$ cat src/rtl/mem_port_arbiter.sv
// Arbitrates one fixed-latency single-port memory between instruction fetch and data.
// Define ARB_ROUND_ROBIN_EN for round-robin arbitration instead of D-priority with a fetch starvation bound.
module mem_port_arbiter #(
  parameter int WIDTH      = 32,
  parameter int AWIDTH     = 10,
  parameter int LAT        = 2,
  parameter int STARVE_MAX = 4
) (
  input  logic              clk,
  input  logic              rst,
  input  logic              if_req,
  input  logic [WIDTH-1:0]  if_addr,
  output logic              if_gnt,
  output logic              if_rvalid,
  output logic [WIDTH-1:0]  if_rdata,
  input  logic              d_req,
  input  logic              d_wr,
  input  logic [1:0]        d_byte,
  input  logic [WIDTH-1:0]  d_addr,
  input  logic [WIDTH-1:0]  d_wdata,
  output logic              d_gnt,
  output logic              d_rvalid,
  output logic [WIDTH-1:0]  d_rdata,
  output logic              mem_wr,
  output logic [1:0]        mem_byte,
  output logic [AWIDTH-1:0] mem_addr,
  output logic [WIDTH-1:0]  mem_wdata,
  input  logic [WIDTH-1:0]  mem_rdata,
  output logic              busy
);

  localparam int CW = (LAT < 2) ? 1 : $clog2(LAT + 1);

  typedef enum logic {IDLE, WAIT} state_t;

  state_t            state, state_nxt;
  logic [CW-1:0]     cnt;
  logic              own_d;
  logic              lat_wr;
  logic [1:0]        lat_byte;
  logic [AWIDTH-1:0] lat_addr;
  logic [WIDTH-1:0]  lat_wdata;
  logic              d_win;
  logic              unused;

  assign unused = ^{if_addr[WIDTH-1:AWIDTH], d_addr[WIDTH-1:AWIDTH]};

`ifdef ARB_ROUND_ROBIN_EN
  logic last_d;  // 1 = D was granted most recently

  assign d_win = d_req && !(if_req && last_d);

  always_ff @(posedge clk or posedge rst) begin
    if (rst)         last_d <= 1'b0;
    else if (d_gnt)  last_d <= 1'b1;
    else if (if_gnt) last_d <= 1'b0;
  end
`else
  localparam int SW = (STARVE_MAX < 2) ? 1 : $clog2(STARVE_MAX + 1);

  logic [SW-1:0] starve;

  assign d_win = d_req && !(if_req && starve == SW'(STARVE_MAX));

  always_ff @(posedge clk or posedge rst) begin
    if (rst)
      starve <= '0;
    else if (d_gnt && if_req)
      starve <= (starve == SW'(STARVE_MAX)) ? starve : starve + SW'(1);
    else if (if_gnt)
      starve <= '0;
  end
`endif

  always_comb begin
    state_nxt = state;
    if_gnt    = 1'b0;
    d_gnt     = 1'b0;
    case (state)
      IDLE: begin
        if (!rst) begin
          if (d_win)       d_gnt  = 1'b1;
          else if (if_req) if_gnt = 1'b1;
        end
        if (d_gnt || if_gnt) state_nxt = WAIT;
      end
      WAIT: if (cnt == CW'(1)) state_nxt = IDLE;
      default: state_nxt = IDLE;
    endcase
  end

  // Latched request drives the memory; it simply holds once the access is done.
  assign busy      = (state == WAIT);
  assign mem_wr    = busy && lat_wr && (cnt == CW'(LAT));
  assign mem_addr  = lat_addr;
  assign mem_byte  = lat_byte;
  assign mem_wdata = lat_wdata;

  always_ff @(posedge clk or posedge rst) begin
    if (rst) begin
      state     <= IDLE;
      cnt       <= '0;
      own_d     <= 1'b0;
      lat_wr    <= 1'b0;
      lat_byte  <= '0;
      lat_addr  <= '0;
      lat_wdata <= '0;
      if_rvalid <= 1'b0;
      d_rvalid  <= 1'b0;
      if_rdata  <= '0;
      d_rdata   <= '0;
    end else begin
      state     <= state_nxt;
      if_rvalid <= 1'b0;
      d_rvalid  <= 1'b0;
      if (d_gnt || if_gnt) begin
        own_d    <= d_gnt;
        lat_wr   <= d_gnt && d_wr;
        lat_byte <= d_gnt ? d_byte : 2'b10;  // fetches are always full words
        lat_addr <= d_gnt ? d_addr[AWIDTH-1:0] : if_addr[AWIDTH-1:0];
        if (d_gnt) lat_wdata <= d_wdata;
        cnt      <= CW'(LAT);
      end else if (busy) begin
        cnt <= cnt - CW'(1);
        if (cnt == CW'(1)) begin
          if (own_d) begin
            d_rvalid <= 1'b1;
            if (!lat_wr) d_rdata <= mem_rdata;
          end else begin
            if_rvalid <= 1'b1;
            if_rdata  <= mem_rdata;
          end
        end
      end
    end
  end

endmodule

$ cat config.mk
export PLATFORM = sky130hd
export DESIGN_NAME = mem_port_arbiter
export DESIGN_NICKNAME = d
export VERILOG_FILES = /design/src/rtl/mem_port_arbiter.sv
export SDC_FILE = /design/constraint.sdc
export NUM_CORES = 1
export LEC_CHECK = 0
export CAP_MARGIN = 20
export CORE_UTILIZATION = 39
export CTS_CLUSTER_SIZE = 28
export DETAILED_ROUTE_END_ITERATION = 7
export GPL_TIMING_DRIVEN = 0
export PLACE_DENSITY = 0.82
export SYNTH_ARGS = -nofsm -noshare
export SYNTH_HDL_FRONTEND = slang
export SYNTH_SLANG_ARGS = --single-unit
$ cat constraint.sdc
create_clock -name clk -period 4.9 [get_ports clk]
set_clock_uncertainty 0.05 [all_clocks]
set_input_delay 0.98 -clock clk [delete_from_list [all_inputs] [get_ports clk]]
set_output_delay 0.98 -clock clk [all_outputs]
set_load 0.02 [all_outputs]
==> flow_summary_export.csv, run 1 <==
group,metric,value,unit
run_status,outcome,"finished with violations",
run_status,violations,"DRC",
setup_path,criticalPathCategory,"in -> out",
grt,grt-busiest-layer,"met2",
clocking,hold_buffers,0,
grt,pin_count_of_the_biggest_net_entering_global_routing,61,
synthesis,postSynthNetCount,444,
clocking,cts_num_sinks,118,
clocking,number_of_buffers_created_by_cts,17,
floorplanning,fp.dieH,111,um
detailed_routing,routed_wire_length_per_instance,16.9,um
detailed_routing,antenna_violation_net_count_after_detailed_routing,0,
synthesis,edff_count_synth,0,
final_layout,final_core_util,64.5,%
run,drv.max_cap_violation_count,0,
setup_path,worst_setup_path_start_kind,"input pin",
grt,first_pass_grt_wire_length,19.3,mm
floorplanning,fp-row-count,39,
grt,globalRouteTotalUtil,20.1,%
synthesis,post_synth_inst_count,305,
final_layout,fin_cells,682,
timing,worst_slew_margin_rel,46.0,%
timing,final_period_minus_worst_setup_slack,4.04,ns
final_layout,flow.area_growth_from_synthesis,60.0,%
timing,setup_violations,0,
floorplanning,fp.dieArea,12300,sq um
synthesis,post_syn_area,4640,sq um
clocking,post_cts.repair.setup_buffers,0,
grt,grt_remaining_overflow,0,
timing,final-max-slew-violation-count,0,
setup_path,worstPathArrival,3.01,ns
detailed_routing,drt-pass1-iter-count,7,
min_path,class_of_the_tightest_hold_or_removal_check,"reg -> reg",
clocking,clk_latency,0.40,ns
synthesis,ys_types,33,
detailed_routing,initialDrtViolationCount,176,
grt,gr-usage-met3,6.56,%
floorplanning,initial_core_util,40.3,%
grt,first_global_vias,3811,
clocking,number_of_gates_resized_after_cts,0,
synthesis,synth.ff_latch_count,118,
setup_path,timing.critical_path.required,3.87,ns
placed_design,port-buffer-count,203,
clocking,cts.root.buffer_cell,"sky130_fd_sc_hd__clkbuf_16",
detailed_routing,route.detailed.drc,30,
placed_design,hpwlAfterDp,8.46,mm
timing,unrepaired_setup_endpoints_after_global_routing,"false",
timing,finalHoldViolCount,0,
detailed_routing,overall_routed_net_length,11.5,mm
floorplanning,pin_count,249,
grt,grt_use_met2,34.5,%
power_and_ir_drop,irDropWorstVdd,0.368,mV
placed_design,placed_insts,652,
synthesis,synth.yosys.seq_area_share,63.6,%
setup_path,timing.critical_path.to_type,"primary output",
detailed_routing,drt-vias-per-instance,4.92,
timing,max_clock_freq,0.248,GHz
timing,fin_crit_sh,82.4,%
synthesis,post_synth.cell_area_avg,15.2,sq um
grt,grtUsageMet1,23.4,%
power_and_ir_drop,power.density,711,nW/um^2
floorplanning,die_width,111,um
synthesis,yosys_warnings,0,
placed_design,pre_cts_slack,0.884,ns
synthesis,async_reset_ff_share,100,%
power_and_ir_drop,leakage,3.15,nW
final_layout,diodes,0,
timing,postLayoutSetupSlackWorst,0.865,ns
final_layout,nNetsFinal,667,
setup_path,cp_max_fo,10,
placed_design,routabilityCongestion,0.737,
final_layout,layout-drive-gt1-share,25.0,%
synthesis,synthFlopType,"sky130_fd_sc_hd__dfrtp_1",
floorplanning,core-area,11500,sq um
clocking,clkTransAtPathRegs,0.05,ns
clocking,ctsHtreeMaxLevel,4,
timing,worst_slew_pin_slew,0.805,ns
grt,number_of_antenna_violations_at_the_first_check_in_global_routing,0,
clocking,clk_path_buf_depth,2,
final_layout,final.fill_count,893,
detailed_routing,vias,3358,
clocking,cts_tree,"yes",
[through the flow]
| step | hold WS, ns | total power [mW] | setup TNS, ns | area (sq um) |
|---|---|---|---|---|
| 2_1_floorplan | 0.405 | 2.95 | 0 | 4640 |
| 3_3_place_gp | 0.418 | 4.09 | -101.77 | 6850 |
| 3_5_place_dp | 0.430 | 4.18 | 0 | 6880 |
| 4_1_cts | 0.447 | 5.35 | 0 | 7430 |
| 5_1_grt | 0.465 | 5.55 | 0 | 7430 |
| 6_report | 0.437 | 5.28 | 0 | 7430 |
[cell families after synthesis]
family / count (synthesis) / synth area share (%)
adder cells (fa/ha/maj): 4 / 1.08
multiplexers: 96 / 23.3
flip-flops: 118 / 63.6
AO/OA/AOI/OAI: 29 / 5.15
AND/OR/NAND/NOR: 30 / 3.67
buffers and inverters: 28 / 3.21
[layout by cell type, fill, tap and decap left out, drive strengths merged, types with 2 or more instances in the layout]
cell / instances
o221a: 5
o21ai: 7
nor3b: 5
nand4: 2
a221o: 2
buf: 13
ha: 4
nor3: 3
clkinv: 3
clkdlybuf4s50: 203
a21o: 2
nand2: 4
nor2: 5
dfrtp: 118
clkbuf: 29
nand3: 3
and3: 3
or3b: 2
o211ai: 2
inv: 13
o21bai: 5
mux2: 96
a22o: 2
a221oi: 3
[cell type report]
type                       instances  area [sq um]  share of cell area [%]
buffer                            15           100                    1.35
clock buffer                      26           499                    6.72
clock inverter                     4          45.0                   0.606
inverter                          13          51.3                   0.691
multi-input combinational        159          1540                    20.7
sequential                       118          2950                    39.8
tap                              143           179                    2.41
timing repair buffer             204          2060                    27.7
[metal layers]
layer | vias to the layer above | share of wire [%]
met4 | 0 | 1.5
met2 | 131 | 51
li1 | 1534 | -
met1 | 1676 | 40
met5 | - | 0
met3 | 17 | 7.0
[report_power, final]
part           total (mW)  switching, mW  internal, mW
sequential           1.72          0.254          1.47
clock                1.14          0.394         0.742
combinational        2.43           1.12          1.30
[worst max-delay path, cell delays in order]
cell and delay (ns):
sky130_fd_sc_hd__clkdlybuf4s50_1 0.52, sky130_fd_sc_hd__nor2_1 0.26, sky130_fd_sc_hd__nand3_1 0.19, sky130_fd_sc_hd__inv_2 0.25, sky130_fd_sc_hd__buf_6 0.19, sky130_fd_sc_hd__clkdlybuf4s50_1 0.61
[cell usage after synthesis (all sizes together), types with 3 or more instances]
library cell    n  area (sq um)
dfrtp         118          2950
mux2           96          1080
inv            13          48.8
buf            12          88.8
o21ai           7          35.0
nor2            5          18.8
nor3b           5          37.5
o21bai          5          37.5
o221a           5          56.3
ha              4          50.1
nand2           4          15.0
a221oi          3          26.3
and3            3          18.8
clkbuf          3          11.3
nand3           3          15.0
nor3            3          15.0
[state kept, by name (all words and copies together), names as in the netlist]
| name | flops |
|---|---|
| d_rvalid | 1 |
| d_rdata | 32 |
| starve | 3 |
| lat_wr | 1 |
| own_d | 1 |
| mem_byte | 2 |
| busy | 1 |
| if_rdata | 32 |
| mem_wdata | 32 |
| mem_addr | 10 |
| cnt | 2 |
| if_rvalid | 1 |
[path summary, 6_finish.rpt]
path | from | end | slack, ns | depth (start not counted)
worst max-delay path | rst | d_gnt | 0.86 | 6
worst min-delay path | mem_wdata[5] | mem_wdata[5] | 0.44 | 1
worst max register to register | starve[0] | mem_wdata[23] | 2.95 | 7
worst min register to register | mem_wdata[5] | mem_wdata[5] | 0.44 | 1
max in group asynchronous | rst | if_rdata[26] | 2.91 | 3
min in group asynchronous | rst | starve[0] | 1.14 | 2
No activity file was read; power rests on OpenSTA's default activity.
==> run 2: changes to the inputs <==
--- a/config.mk
+++ b/config.mk
@@ -6,11 +6,11 @@
 export NUM_CORES = 1
 export LEC_CHECK = 0
 export CAP_MARGIN = 20
-export CORE_UTILIZATION = 39
+export CORE_UTILIZATION = 35
 export CTS_CLUSTER_SIZE = 28
 export DETAILED_ROUTE_END_ITERATION = 7
 export GPL_TIMING_DRIVEN = 0
-export PLACE_DENSITY = 0.82
+export PLACE_DENSITY = 0.78
 export SYNTH_ARGS = -nofsm -noshare
 export SYNTH_HDL_FRONTEND = slang
 export SYNTH_SLANG_ARGS = --single-unit
==> constraint.sdc (replaced) <==
create_clock -name clk -period 3.3 [get_ports clk]
set_clock_uncertainty 0.05 [all_clocks]
set_input_delay 0.66 -clock clk [delete_from_list [all_inputs] [get_ports clk]]
set_output_delay 0.66 -clock clk [all_outputs]
set_load 0.02 [all_outputs]
==> run 2 against run 1 <==
The flow now finishes without violations. First-iteration DRC count is 41% lower. Non-clock buffer count up 1. Cell count up 4.3%. Worst hold slack got worse by 0.0031 ns.
==> flow_summary_export.csv, run 2 (same netlist as run 1, synthesis figures left out) <==
group,metric,value,unit
timing,fin_hold_ws,0.434,ns
floorplanning,die_width,117,um
placed_design,hpwlAfterDp,8.31,mm
floorplanning,pin_count,249,
min_path,hold_path.startpoint,"d_rdata[23]",
timing,worst_slew_margin_rel,37.6,%
setup_path,cp_max_fo,8,
setup_path,timing.rr.end,"d_rdata[19]",
floorplanning,fp-row-count,41,
power_and_ir_drop,leakage,3.16,nW
placed_design,placed_insts,682,
placed_design,postPlaceCellArea,6930,sq um
floorplanning,fp.dieH,117,um
run,drv.max_cap_violation_count,0,
detailed_routing,antenna_violation_net_count_after_detailed_routing,0,
clocking,cts_tree,"yes",
timing,setup_violations,0,
timing,worst_slew_pin_slew,0.933,ns
final_layout,layout-drive-gt1-share,25.6,%
setup_path,timing.critical_path.to_type,"primary output",
detailed_routing,vias,3380,
timing,unrepaired_setup_endpoints_after_global_routing,"false",
grt,pin_count_of_the_biggest_net_entering_global_routing,42,
detailed_routing,initialDrtViolationCount,103,
detailed_routing,overall_routed_net_length,11.3,mm
floorplanning,initial_core_util,36.3,%
detailed_routing,drt-vias-per-instance,4.75,
floorplanning,fp.dieArea,13700,sq um
final_layout,fin_cells,711,
grt,grt_remaining_overflow,0,
clocking,post_cts.repair.setup_buffers,0,
clocking,ctsHtreeMaxLevel,4,
setup_path,timing.critical_path.required,2.59,ns
setup_path,worst_setup_path_start_kind,"input pin",
final_layout,flow.area_growth_from_synthesis,61.3,%
final_layout,diodes,0,
power_and_ir_drop,power.density,1050,nW/um^2
run_status,outcome,"finished, final reports clean",
detailed_routing,drt-pass1-iter-count,4,
timing,final-max-slew-violation-count,0,
setup_path,setup.reg_to_reg.worst_slack,1.32,ns
grt,first_pass_grt_wire_length,17.3,mm
power_and_ir_drop,irDropWorstVdd,0.604,mV
setup_path,r2r_cells,6,
final_layout,nNetsFinal,668,
clocking,clk_path_buf_depth,2,
clocking,number_of_buffers_created_by_cts,17,
min_path,hold-path-cell-count,1,
clocking,clkTransAtPathRegs,0.05,ns
final_layout,layout.cells.most_common,"sky130_fd_sc_hd__clkdlybuf4s50_1",
timing,finalHoldViolCount,0,
timing,max_clock_freq,0.322,GHz
clocking,cts_num_sinks,118,
min_path,endpoint_worst_hold,"d_rdata[23]",
timing,final_period_minus_worst_setup_slack,3.10,ns
final_layout,layout_common_cells,"201 x sky130_fd_sc_hd__clkdlybuf4s50_1, 118 x sky130_fd_sc_hd__dfrtp_1, 92 x sky130_fd_sc_hd__mux2_2",
setup_path,worstPathArrival,2.39,ns
grt,first_global_vias,3540,
placed_design,pre_cts_slack,-0.0738,ns
detailed_routing,routed_wire_length_per_instance,15.9,um
setup_path,worst_r2r_startpoint,"cnt[0]",
placed_design,routabilityCongestion,0.767,
grt,number_of_antenna_violations_at_the_first_check_in_global_routing,0,
timing,postLayoutSetupSlackWorst,0.196,ns
clocking,clk_latency,0.41,ns
placed_design,port-buffer-count,203,
final_layout,postLayoutCellArea,7490,sq um
timing,fin_crit_sh,94.1,%
min_path,class_of_the_tightest_hold_or_removal_check,"reg -> reg",
clocking,cts.root.buffer_cell,"sky130_fd_sc_hd__clkbuf_16",
floorplanning,core-area,12800,sq um
grt,globalRouteTotalUtil,17.1,%
setup_path,criticalPathCategory,"in -> out",
detailed_routing,route.detailed.drc,0,
-- run 2: cell count changes in the layout (fill, tap and decap cells not counted), sizes merged --
cell           delta
buf               +1
clkbuf            -1
clkdlybuf4s50     -2
clkinvlp          +1
dlygate4sd2       +2
inv               -1
-- run 2: stage by stage --
stage | total power, mW | utilization, % | TNS [ns]
floorplan | 4.37 | - | 0
detailed placement | 6.18 | 54.3 | -0.125
global route | 8.27 | 58.6 | 0
global placement | 6.07 | 54.0 | -1.40
finish | 7.85 | 58.6 | 0
CTS | 7.95 | 58.6 | 0
-- run 2: what timing repair did --
action / CTS / global route
setup endpoints to repair: 2 / 0
resized for setup: 4 / 0
hold buffers: 0 / 0
-- run 2: how the worst max path moves through the flow --
stage	depth (start not counted)	from	end	slack, ns
finish	6	if_req	if_gnt	0.20
global route	6	if_req	if_gnt	0.13
CTS	6	if_req	if_gnt	0.21
detailed placement	6	rst	d_gnt	-0.07
global placement	6	if_req	if_gnt	-0.05
floorplan	4	rst	if_gnt	1.08
-- run 2: report_power, final --
group / internal [mW] / total [mW] / switching (mW)
logic: 1.93 / 3.58 / 1.65
registers: 2.18 / 2.56 / 0.376
clock network: 1.12 / 1.71 / 0.596
total: 5.23 / 7.85 / 2.62
-- run 2: area by class of cell --
| class | count | area [sq um] |
|---|---|---|
| buffer | 15 | 100 |
| clock buffer | 25 | 505 |
| clock inverter | 4 | 45.0 |
| fill | 1023 | 5290 |
| inverter | 13 | 55.1 |
| multi-input combinational | 159 | 1540 |
| sequential | 118 | 2950 |
| tap | 172 | 215 |
| timing repair buffer | 205 | 2070 |
-- run 2: worst max-delay path, cell delays in order --
cell                              delay (ns)
sky130_fd_sc_hd__clkdlybuf4s50_1        0.60
sky130_fd_sc_hd__or3b_1                 0.36
sky130_fd_sc_hd__buf_2                  0.17
sky130_fd_sc_hd__a21o_4                 0.22
sky130_fd_sc_hd__inv_1                  0.05
sky130_fd_sc_hd__dlygate4sd2_1          0.32
-- run 2: per-layer routing --
layer	vias to the layer above	GRT usage, %	share of wire, %
li1	1551	-	-
met1	1691	19.3	41
met2	125	29.3	51
met3	13	5.56	6.6
met4	0	8.27	1.5
met5	-	0	0
